<file path="src/rtl/imm_enc_pkg.sv">
// Shared encoding constants for the immediate encoder, the core immediate
// decoder and the control unit, plus the request record carried through
// the encoder pipeline.
package imm_enc_pkg;

  // extOP format selector values
  localparam logic [2:0] EXT_I   = 3'b000;
  localparam logic [2:0] EXT_U   = 3'b001;
  localparam logic [2:0] EXT_S   = 3'b010;
  localparam logic [2:0] EXT_B   = 3'b011;
  localparam logic [2:0] EXT_J   = 3'b100;
  localparam logic [2:0] EXT_ISH = 3'b101;
  localparam logic [2:0] EXT_RSV = 3'b110;
  localparam logic [2:0] EXT_R   = 3'b111;

  // RV32 major opcodes used by the self-test generator
  localparam logic [6:0] OP_LOAD   = 7'b0000011;
  localparam logic [6:0] OP_IMM    = 7'b0010011;
  localparam logic [6:0] OP_AUIPC  = 7'b0010111;
  localparam logic [6:0] OP_STORE  = 7'b0100011;
  localparam logic [6:0] OP_REG    = 7'b0110011;
  localparam logic [6:0] OP_LUI    = 7'b0110111;
  localparam logic [6:0] OP_BRANCH = 7'b1100011;
  localparam logic [6:0] OP_JALR   = 7'b1100111;
  localparam logic [6:0] OP_JAL    = 7'b1101111;

  // One encode request as captured by the first pipeline stage
  typedef struct packed {
    logic [2:0]  ext_op;
    logic [6:0]  opcode;
    logic [4:0]  rd;
    logic [2:0]  funct3;
    logic [4:0]  rs1;
    logic [4:0]  rs2;
    logic [6:0]  funct7;
    logic [31:0] imm;
  } enc_req_t;

  // True when v is the sign extension of its low 'bits' bits, i.e. every
  // bit from bits-1 upward equals the sign bit.
  function automatic logic fits_signed(input logic signed [31:0] v,
                                       input int unsigned bits);
    logic signed [31:0] hi;
    hi = v >>> (bits - 1);
    return (hi == 32'sd0) || (hi == -32'sd1);
  endfunction

endpackage

</file>
<file path="src/rtl/imm_enc_if.sv">
// Request/response bundle of the immediate encoder. The master side is the
// instruction generator; the slave side is the encoder.
interface imm_enc_if;
  logic        in_valid;
  logic        in_ready;
  logic [2:0]  in_extOP;
  logic [6:0]  in_opcode;
  logic [4:0]  in_rd;
  logic [2:0]  in_funct3;
  logic [4:0]  in_rs1;
  logic [4:0]  in_rs2;
  logic [6:0]  in_funct7;
  logic [31:0] in_imm;
  logic        out_valid;
  logic        out_ready;
  logic [31:0] out_instr;
  logic        out_err;

  modport master (
    output in_valid, in_extOP, in_opcode, in_rd, in_funct3,
           in_rs1, in_rs2, in_funct7, in_imm, out_ready,
    input  in_ready, out_valid, out_instr, out_err
  );

  modport slave (
    input  in_valid, in_extOP, in_opcode, in_rd, in_funct3,
           in_rs1, in_rs2, in_funct7, in_imm, out_ready,
    output in_ready, out_valid, out_instr, out_err
  );
endinterface

</file>
<file path="src/rtl/imm_enc_pack.sv">
// Combinational field packer: checks that the immediate is representable
// in the selected format and scatters the fields into an RV32 word.
// Unrepresentable immediates and the reserved format yield a zero word.
module imm_pack
  import imm_enc_pkg::*;
(
  input  enc_req_t    req,
  output logic [31:0] instr,
  output logic        ok
);

  logic signed [31:0] imm_s;
  logic [31:0]        imm;
  logic [31:0]        word;

  assign imm   = req.imm;
  assign imm_s = signed'(req.imm);

  // Per-format representability check and bit placement
  always_comb begin
    ok   = 1'b0;
    word = 32'h0;
    case (req.ext_op)
      EXT_I: begin
        ok   = fits_signed(imm_s, 12);
        word = {imm[11:0], req.rs1, req.funct3, req.rd, req.opcode};
      end
      EXT_U: begin
        ok   = (imm[11:0] == 12'h0);
        word = {imm[31:12], req.rd, req.opcode};
      end
      EXT_S: begin
        ok   = fits_signed(imm_s, 12);
        word = {imm[11:5], req.rs2, req.rs1, req.funct3, imm[4:0], req.opcode};
      end
      EXT_B: begin
        ok   = !imm[0] && fits_signed(imm_s, 13);
        word = {imm[12], imm[10:5], req.rs2, req.rs1, req.funct3,
                imm[4:1], imm[11], req.opcode};
      end
      EXT_J: begin
        ok   = !imm[0] && fits_signed(imm_s, 21);
        word = {imm[20], imm[10:1], imm[11], imm[19:12], req.rd, req.opcode};
      end
      EXT_ISH: begin
        // shamt only; upper immediate bits come from funct7
        ok   = (imm[31:5] == 27'h0);
        word = {req.funct7, imm[4:0], req.rs1, req.funct3, req.rd, req.opcode};
      end
      EXT_R: begin
        ok   = 1'b1;
        word = {req.funct7, req.rs2, req.rs1, req.funct3, req.rd, req.opcode};
      end
      default: begin
        ok   = 1'b0;
        word = 32'h0;
      end
    endcase
    instr = ok ? word : 32'h0;
  end

endmodule

</file>
<file path="src/rtl/imm_enc.sv">
// Immediate encoder: two-stage valid/ready pipeline turning decoded fields
// plus an immediate into an RV32 instruction word, with a saturating count
// of errored results accepted downstream.
module imm_enc
  import imm_enc_pkg::*;
#(
  parameter int CNT_W = 16
) (
  input  logic             clk,
  input  logic             rst,
  imm_enc_if.slave         bus,
  output logic [CNT_W-1:0] err_cnt
);

  enc_req_t    req_in;
  enc_req_t    req_p1;
  logic        vld_p1;
  logic        vld_p2;
  logic [31:0] instr_p2;
  logic        err_p2;
  logic [31:0] pack_instr;
  logic        pack_ok;
  logic        s1_rdy;
  logic        s2_rdy;
  logic        out_fire;

  function automatic logic [CNT_W-1:0] sat_inc(input logic [CNT_W-1:0] c);
    return (&c) ? c : c + {{(CNT_W-1){1'b0}}, 1'b1};
  endfunction

  assign req_in = '{ext_op: bus.in_extOP, opcode: bus.in_opcode,
                    rd: bus.in_rd, funct3: bus.in_funct3, rs1: bus.in_rs1,
                    rs2: bus.in_rs2, funct7: bus.in_funct7, imm: bus.in_imm};

  // Stage readiness only looks at registered valids and out_ready, so
  // in_valid never reaches out_valid combinationally.
  assign s2_rdy       = !vld_p2 || bus.out_ready;
  assign s1_rdy       = !vld_p1 || s2_rdy;
  assign bus.in_ready = s1_rdy;
  assign out_fire     = vld_p2 && bus.out_ready;

  // ---- stage 1: captured request fields ----
  // S1 valid tracks acceptance whenever the stage is free to move
  always_ff @(posedge clk) begin
    if (rst) begin
      vld_p1 <= 1'b0;
    end else if (s1_rdy) begin
      vld_p1 <= bus.in_valid;
    end
  end

  // S1 fields load on every accepted request
  always_ff @(posedge clk) begin
    if (s1_rdy && bus.in_valid) begin
      req_p1 <= req_in;
    end
  end

  imm_pack u_pack (
    .req   (req_p1),
    .instr (pack_instr),
    .ok    (pack_ok)
  );

  // ---- stage 2: packed word and error flag ----
  // S2 advances when empty or drained; held values stay stable on stall
  always_ff @(posedge clk) begin
    if (rst) begin
      vld_p2   <= 1'b0;
      instr_p2 <= 32'h0;
      err_p2   <= 1'b0;
    end else if (s2_rdy) begin
      vld_p2 <= vld_p1;
      if (vld_p1) begin
        instr_p2 <= pack_instr;
        err_p2   <= !pack_ok;
      end
    end
  end

  assign bus.out_valid = vld_p2;
  assign bus.out_instr = instr_p2;
  assign bus.out_err   = err_p2;

  // Count errored results as they leave, saturating at all-ones
  always_ff @(posedge clk) begin
    if (rst) begin
      err_cnt <= '0;
    end else if (out_fire && err_p2) begin
      err_cnt <= sat_inc(err_cnt);
    end
  end

endmodule

</file>
<file path="src/flat_wrapper.sv">
// flat-port wrapper written by rule: the top's interface ports become plain ports
module imm_enc_flat import imm_enc_pkg::*;
#(
  parameter int CNT_W = 16
)
  (clk, rst, err_cnt, bus_in_valid, bus_in_extOP, bus_in_opcode, bus_in_rd, bus_in_funct3, bus_in_rs1, bus_in_rs2, bus_in_funct7, bus_in_imm, bus_out_ready, bus_in_ready, bus_out_valid, bus_out_instr, bus_out_err);
  imm_enc_if bus_i ();
  input  logic clk;
  input  logic rst;
  output logic [CNT_W-1:0] err_cnt;
  input wire logic [$bits(bus_i.in_valid)-1:0] bus_in_valid;
  input wire logic [$bits(bus_i.in_extOP)-1:0] bus_in_extOP;
  input wire logic [$bits(bus_i.in_opcode)-1:0] bus_in_opcode;
  input wire logic [$bits(bus_i.in_rd)-1:0] bus_in_rd;
  input wire logic [$bits(bus_i.in_funct3)-1:0] bus_in_funct3;
  input wire logic [$bits(bus_i.in_rs1)-1:0] bus_in_rs1;
  input wire logic [$bits(bus_i.in_rs2)-1:0] bus_in_rs2;
  input wire logic [$bits(bus_i.in_funct7)-1:0] bus_in_funct7;
  input wire logic [$bits(bus_i.in_imm)-1:0] bus_in_imm;
  input wire logic [$bits(bus_i.out_ready)-1:0] bus_out_ready;
  output wire logic [$bits(bus_i.in_ready)-1:0] bus_in_ready;
  output wire logic [$bits(bus_i.out_valid)-1:0] bus_out_valid;
  output wire logic [$bits(bus_i.out_instr)-1:0] bus_out_instr;
  output wire logic [$bits(bus_i.out_err)-1:0] bus_out_err;
  assign bus_i.in_valid = bus_in_valid;
  assign bus_i.in_extOP = bus_in_extOP;
  assign bus_i.in_opcode = bus_in_opcode;
  assign bus_i.in_rd = bus_in_rd;
  assign bus_i.in_funct3 = bus_in_funct3;
  assign bus_i.in_rs1 = bus_in_rs1;
  assign bus_i.in_rs2 = bus_in_rs2;
  assign bus_i.in_funct7 = bus_in_funct7;
  assign bus_i.in_imm = bus_in_imm;
  assign bus_i.out_ready = bus_out_ready;
  assign bus_in_ready = bus_i.in_ready;
  assign bus_out_valid = bus_i.out_valid;
  assign bus_out_instr = bus_i.out_instr;
  assign bus_out_err = bus_i.out_err;
  imm_enc #(.CNT_W(CNT_W)) u_core (.clk(clk), .rst(rst), .bus(bus_i), .err_cnt(err_cnt));
endmodule
</file>
<file path="config.mk">
export PLATFORM = sky130hd
export DESIGN_NAME = imm_enc_flat
export DESIGN_NICKNAME = d
export VERILOG_FILES = /design/src/rtl/imm_enc_pkg.sv /design/src/rtl/imm_enc_if.sv /design/src/rtl/imm_enc_pack.sv /design/src/rtl/imm_enc.sv /design/src/flat_wrapper.sv
export SDC_FILE = /design/constraint.sdc
export NUM_CORES = 1
export LEC_CHECK = 0
export ABC_AREA = 1
export CORE_ASPECT_RATIO = 0.8
export CORE_MARGIN = 2
export CORE_UTILIZATION = 40
export DETAILED_ROUTE_END_ITERATION = 12
export DONT_BUFFER_PORTS = 1
export GPL_TIMING_DRIVEN = 0
export HOLD_SLACK_MARGIN = 0.02
export PLACE_DENSITY = 0.6
export SETUP_SLACK_MARGIN = 0.2
export SYNTH_ARGS = -nofsm -noshare
export SYNTH_HDL_FRONTEND = slang
export SYNTH_SLANG_ARGS = --single-unit
</file>
<file path="constraint.sdc">
create_clock -name clk -period 4.42 [get_ports clk]
set_input_delay 0.884 -clock clk [delete_from_list [all_inputs] [get_ports clk]]
set_output_delay 0.884 -clock clk [all_outputs]
set_load 0.005 [all_outputs]
</file>
==> metrics.txt <==
# TYPE chip_impl_metric gauge
chip_impl_info{name="worst_setup_path_start_kind",value="primary input"} 1
chip_impl_metric{name="synth_fp_nets",unit=""} 638
chip_impl_metric{name="grt_max_degree",unit=""} 46
chip_impl_metric{name="worst_pin_slew",unit="ns"} 0.610
chip_impl_metric{name="wirelength",unit="mm"} 12.2
chip_impl_metric{name="crit_path_max_fanout",unit=""} 3
chip_impl_info{name="outcome",value="complete, no violations"} 1
chip_impl_metric{name="floorplan.die_area",unit="mm2"} 0.0137
chip_impl_metric{name="drc_errors_left",unit=""} 0
chip_impl_metric{name="n_antenna_cell",unit=""} 0
chip_impl_metric{name="final-setup-viol-count",unit=""} 0
chip_impl_metric{name="power.density_cell_area",unit="mW/mm2"} 464
chip_impl_metric{name="ys_ff_latch",unit=""} 118
chip_impl_metric{name="p_leak",unit="nW"} 2.20
chip_impl_metric{name="die_width",unit="um"} 130
chip_impl_metric{name="period_minus_slack",unit="ns"} 1.95
chip_impl_metric{name="synth-edff-count",unit=""} 67
chip_impl_info{name="synth-main-ff-cell",value="edfxtp_1"} 1
chip_impl_info{name="root_buffer",value="clkbuf_16"} 1
chip_impl_metric{name="post-route-period-util",unit="%"} 44.2
chip_impl_metric{name="grt.total_usage",unit="%"} 18.6
chip_impl_metric{name="ys_warn_count",unit=""} 0
chip_impl_metric{name="path_buf_inv",unit=""} 1
chip_impl_metric{name="finalNetCount",unit=""} 658
chip_impl_metric{name="avgRoutedWirePerCell",unit="um"} 15.8
chip_impl_metric{name="vdd.ir_drop.worst",unit="V"} 0.000410
chip_impl_metric{name="max_freq",unit="MHz"} 512
chip_impl_metric{name="cts.repair.resized",unit=""} 0
chip_impl_metric{name="clock_insertion_delay_worst_skew",unit="ns"} 0.41
chip_impl_info{name="path_cells",value="inv_1, nand3_1"} 1
chip_impl_info{name="grt_setup_unrepaired",value="false"} 1
chip_impl_info{name="cpMaxStageDelayCell",value="nand3_1"} 1
chip_impl_metric{name="cts.sinks",unit=""} 118
chip_impl_info{name="critical-path-top-delay-family",value="simple AND/OR/NAND/NOR gates"} 1
chip_impl_metric{name="netlist_instances",unit=""} 566
chip_impl_metric{name="finalSetupTns",unit="ns"} 0
chip_impl_info{name="critPathCaptureType",value="output pin"} 1
chip_impl_metric{name="synth_seq_area_share",unit="%"} 59.5
chip_impl_metric{name="number_of_antenna_violations_at_the_first_check_in_global_routing",unit=""} 1
chip_impl_metric{name="first_global_vias",unit=""} 3668
chip_impl_metric{name="report.final.hold_viol_count",unit=""} 0
chip_impl_metric{name="timing.max_cap.violations",unit=""} 0
chip_impl_metric{name="rows",unit=""} 36
chip_impl_metric{name="cts_htree_levels",unit=""} 4
chip_impl_metric{name="slew_headroom",unit="%"} 59.0
chip_impl_info{name="synth_common_cells",value="nand2_1, edfxtp_1, inv_1"} 1
chip_impl_metric{name="vias",unit=""} 3913
chip_impl_metric{name="core_area",unit="mm2"} 0.0123
chip_impl_metric{name="mappedNetlistArea",unit="mm2"} 0.00509
chip_impl_metric{name="drt_pre_antenna_iters",unit=""} 5
chip_impl_metric{name="detail-route-antenna-nets",unit=""} 0
chip_impl_metric{name="synth_largest_type_area_fraction",unit="%"} 39.5
chip_impl_metric{name="timing_max_transition_violations_final",unit=""} 0
chip_impl_metric{name="async_reset_ff_share",unit="%"} 0
chip_impl_metric{name="chipHeight",unit="um"} 105
chip_impl_info{name="hp-class",value="reg2reg"} 1
chip_impl_metric{name="port-buffer-count",unit=""} 0
chip_impl_metric{name="cts_hold_repair.buffers",unit=""} 0
chip_impl_metric{name="area_delta_synth_final",unit="%"} 16.3
chip_impl_info{name="synth_area_leaders",value="edfxtp_1, dfxtp_1, nand2_1"} 1
chip_impl_metric{name="io-pin-count",unit=""} 122
chip_impl_metric{name="post-cts-setup-buffers",unit=""} 0
chip_impl_metric{name="gr-total-overflow",unit=""} 0
chip_impl_metric{name="synthesis.area_per_instance",unit="um2"} 9.00
chip_impl_metric{name="detail_route.vias_per_cell",unit=""} 5.09
chip_impl_info{name="yosysMostFrequentCell",value="nand2_1"} 1
chip_impl_info{name="timing_worst_setup_path_type",value="in2out"} 1
chip_impl_metric{name="weighted_congestion_at_the_end_of_routability_driven_global_placement",unit=""} 0.940
chip_impl_metric{name="drive_gt1_share",unit="%"} 10.4
chip_impl_info{name="synth_largest_area_cell",value="edfxtp_1"} 1
chip_impl_metric{name="worst-endpoint-required",unit="ns"} 3.54
chip_impl_metric{name="cell_variety_after_synth",unit=""} 32
chip_impl_metric{name="arrival_worst_endpoint",unit="ns"} 1.07
chip_impl_metric{name="floorplan.initialDensity",unit="%"} 41.4
chip_impl_metric{name="critical-path-max-stage-delay",unit="ns"} 0.13
chip_impl_metric{name="initialDrtViolationCount",unit=""} 252
chip_impl_metric{name="utilization",unit="%"} 48.2
chip_impl_metric{name="finClkSkew",unit="ns"} 0.0106
chip_impl_metric{name="place_hpwl",unit="mm"} 9.06
chip_impl_info{name="tritoncts",value="built"} 1
chip_impl_metric{name="clk_path_buf_depth",unit=""} 2
chip_impl_metric{name="numCtsBuffers",unit=""} 17
chip_impl_metric{name="wire_length_of_the_first_global_routing_pass",unit="mm"} 18.9
chip_impl_metric{name="clk_pin_slew",unit="ns"} 0.05
[state kept, by name, summed over array words and instances, names as in the netlist]
register / flops
u_core.bus.out_valid: 1
u_core.err_cnt: 16
u_core.bus.out_instr: 32
u_core.req_p1: 67
u_core.vld_p1: 1
u_core.bus.out_err: 1
[final timing paths]
check                           from                       to  slack (ns)  cells after the start
min          u_core.bus.out_instr[0]  u_core.bus.out_instr[0]        0.49                      2
max reg2reg        u_core.err_cnt[0]       u_core.err_cnt[13]        2.49                     11
min reg2reg  u_core.bus.out_instr[0]  u_core.bus.out_instr[0]        0.49                      2
max                    bus_out_ready             bus_in_ready        2.47                      2
[final cells by class]
type	instances	area, um2
clock buffers	20	437
plain buffers	17	88.8
repair buffers	1	20.0
clock inverters	11	158
inverters	58	218
multi-input cells	373	1760
flip-flops and latches	118	3030
well taps	171	214
fillers	1171	6370
[logic make-up after synthesis]
logic type | Yosys count | synth area share [%]
DFF | 118 | 59.5
and+or+nand+nor | 267 | 22.1
AOI/OAI and AO/OA | 99 | 11.1
xor gates and xnor gates | 6 | 1.03
buffers and inverters | 75 | 6.02
adders and majority gates | 1 | 0.246
[power breakdown]
group          internal, mW  switching, mW
registers              1.21         0.0238
logic                0.0336         0.0901
clock network         0.931          0.461
[placed cells by master (no fill, tap or decap), types with 3 or more instances in the layout]
master and instances:
a21oi_1 48, a21oi_2 12, nand2_2 11, nand4_1 5, xor2_1 6, clkbuf_1 15
clkinv_2 3, inv_1 55, dfxtp_1 51, bufinv_16 4, edfxtp_1 67, nand3_1 20
clkinv_1 3, nor2_1 51, o211ai_1 6, nand2_1 161, buf_6 3, clkbuf_16 17
nor3_1 8, o21ai_0 29
[through the flow]
step	cell area (um2)	cells	hold WS [ns]	setup slack, ns	total power [mW]
2_1_floorplan	5090	566	0.462	1.58	1.34
5_1_grt	5920	769	0.512	2.29	2.85
6_report	5920	769	0.488	2.47	2.75
3_3_place_gp	5310	737	0.479	0.978	1.38
4_1_cts	5920	769	0.490	2.47	2.78
3_5_place_dp	5330	738	0.481	2.07	1.38
[metal layers]
metal / track usage, % / share of wire (%) / up-vias
met2: 26.7 / 44 / 160
met1: 24.2 / 45 / 1824
met5: 0 / 0.11 / -
li1: - / - / 1913
met3: 9.01 / 11 / 14
met4: 7.07 / 1.2 / 2
Note: power is estimated with default switching activity, not from simulation.
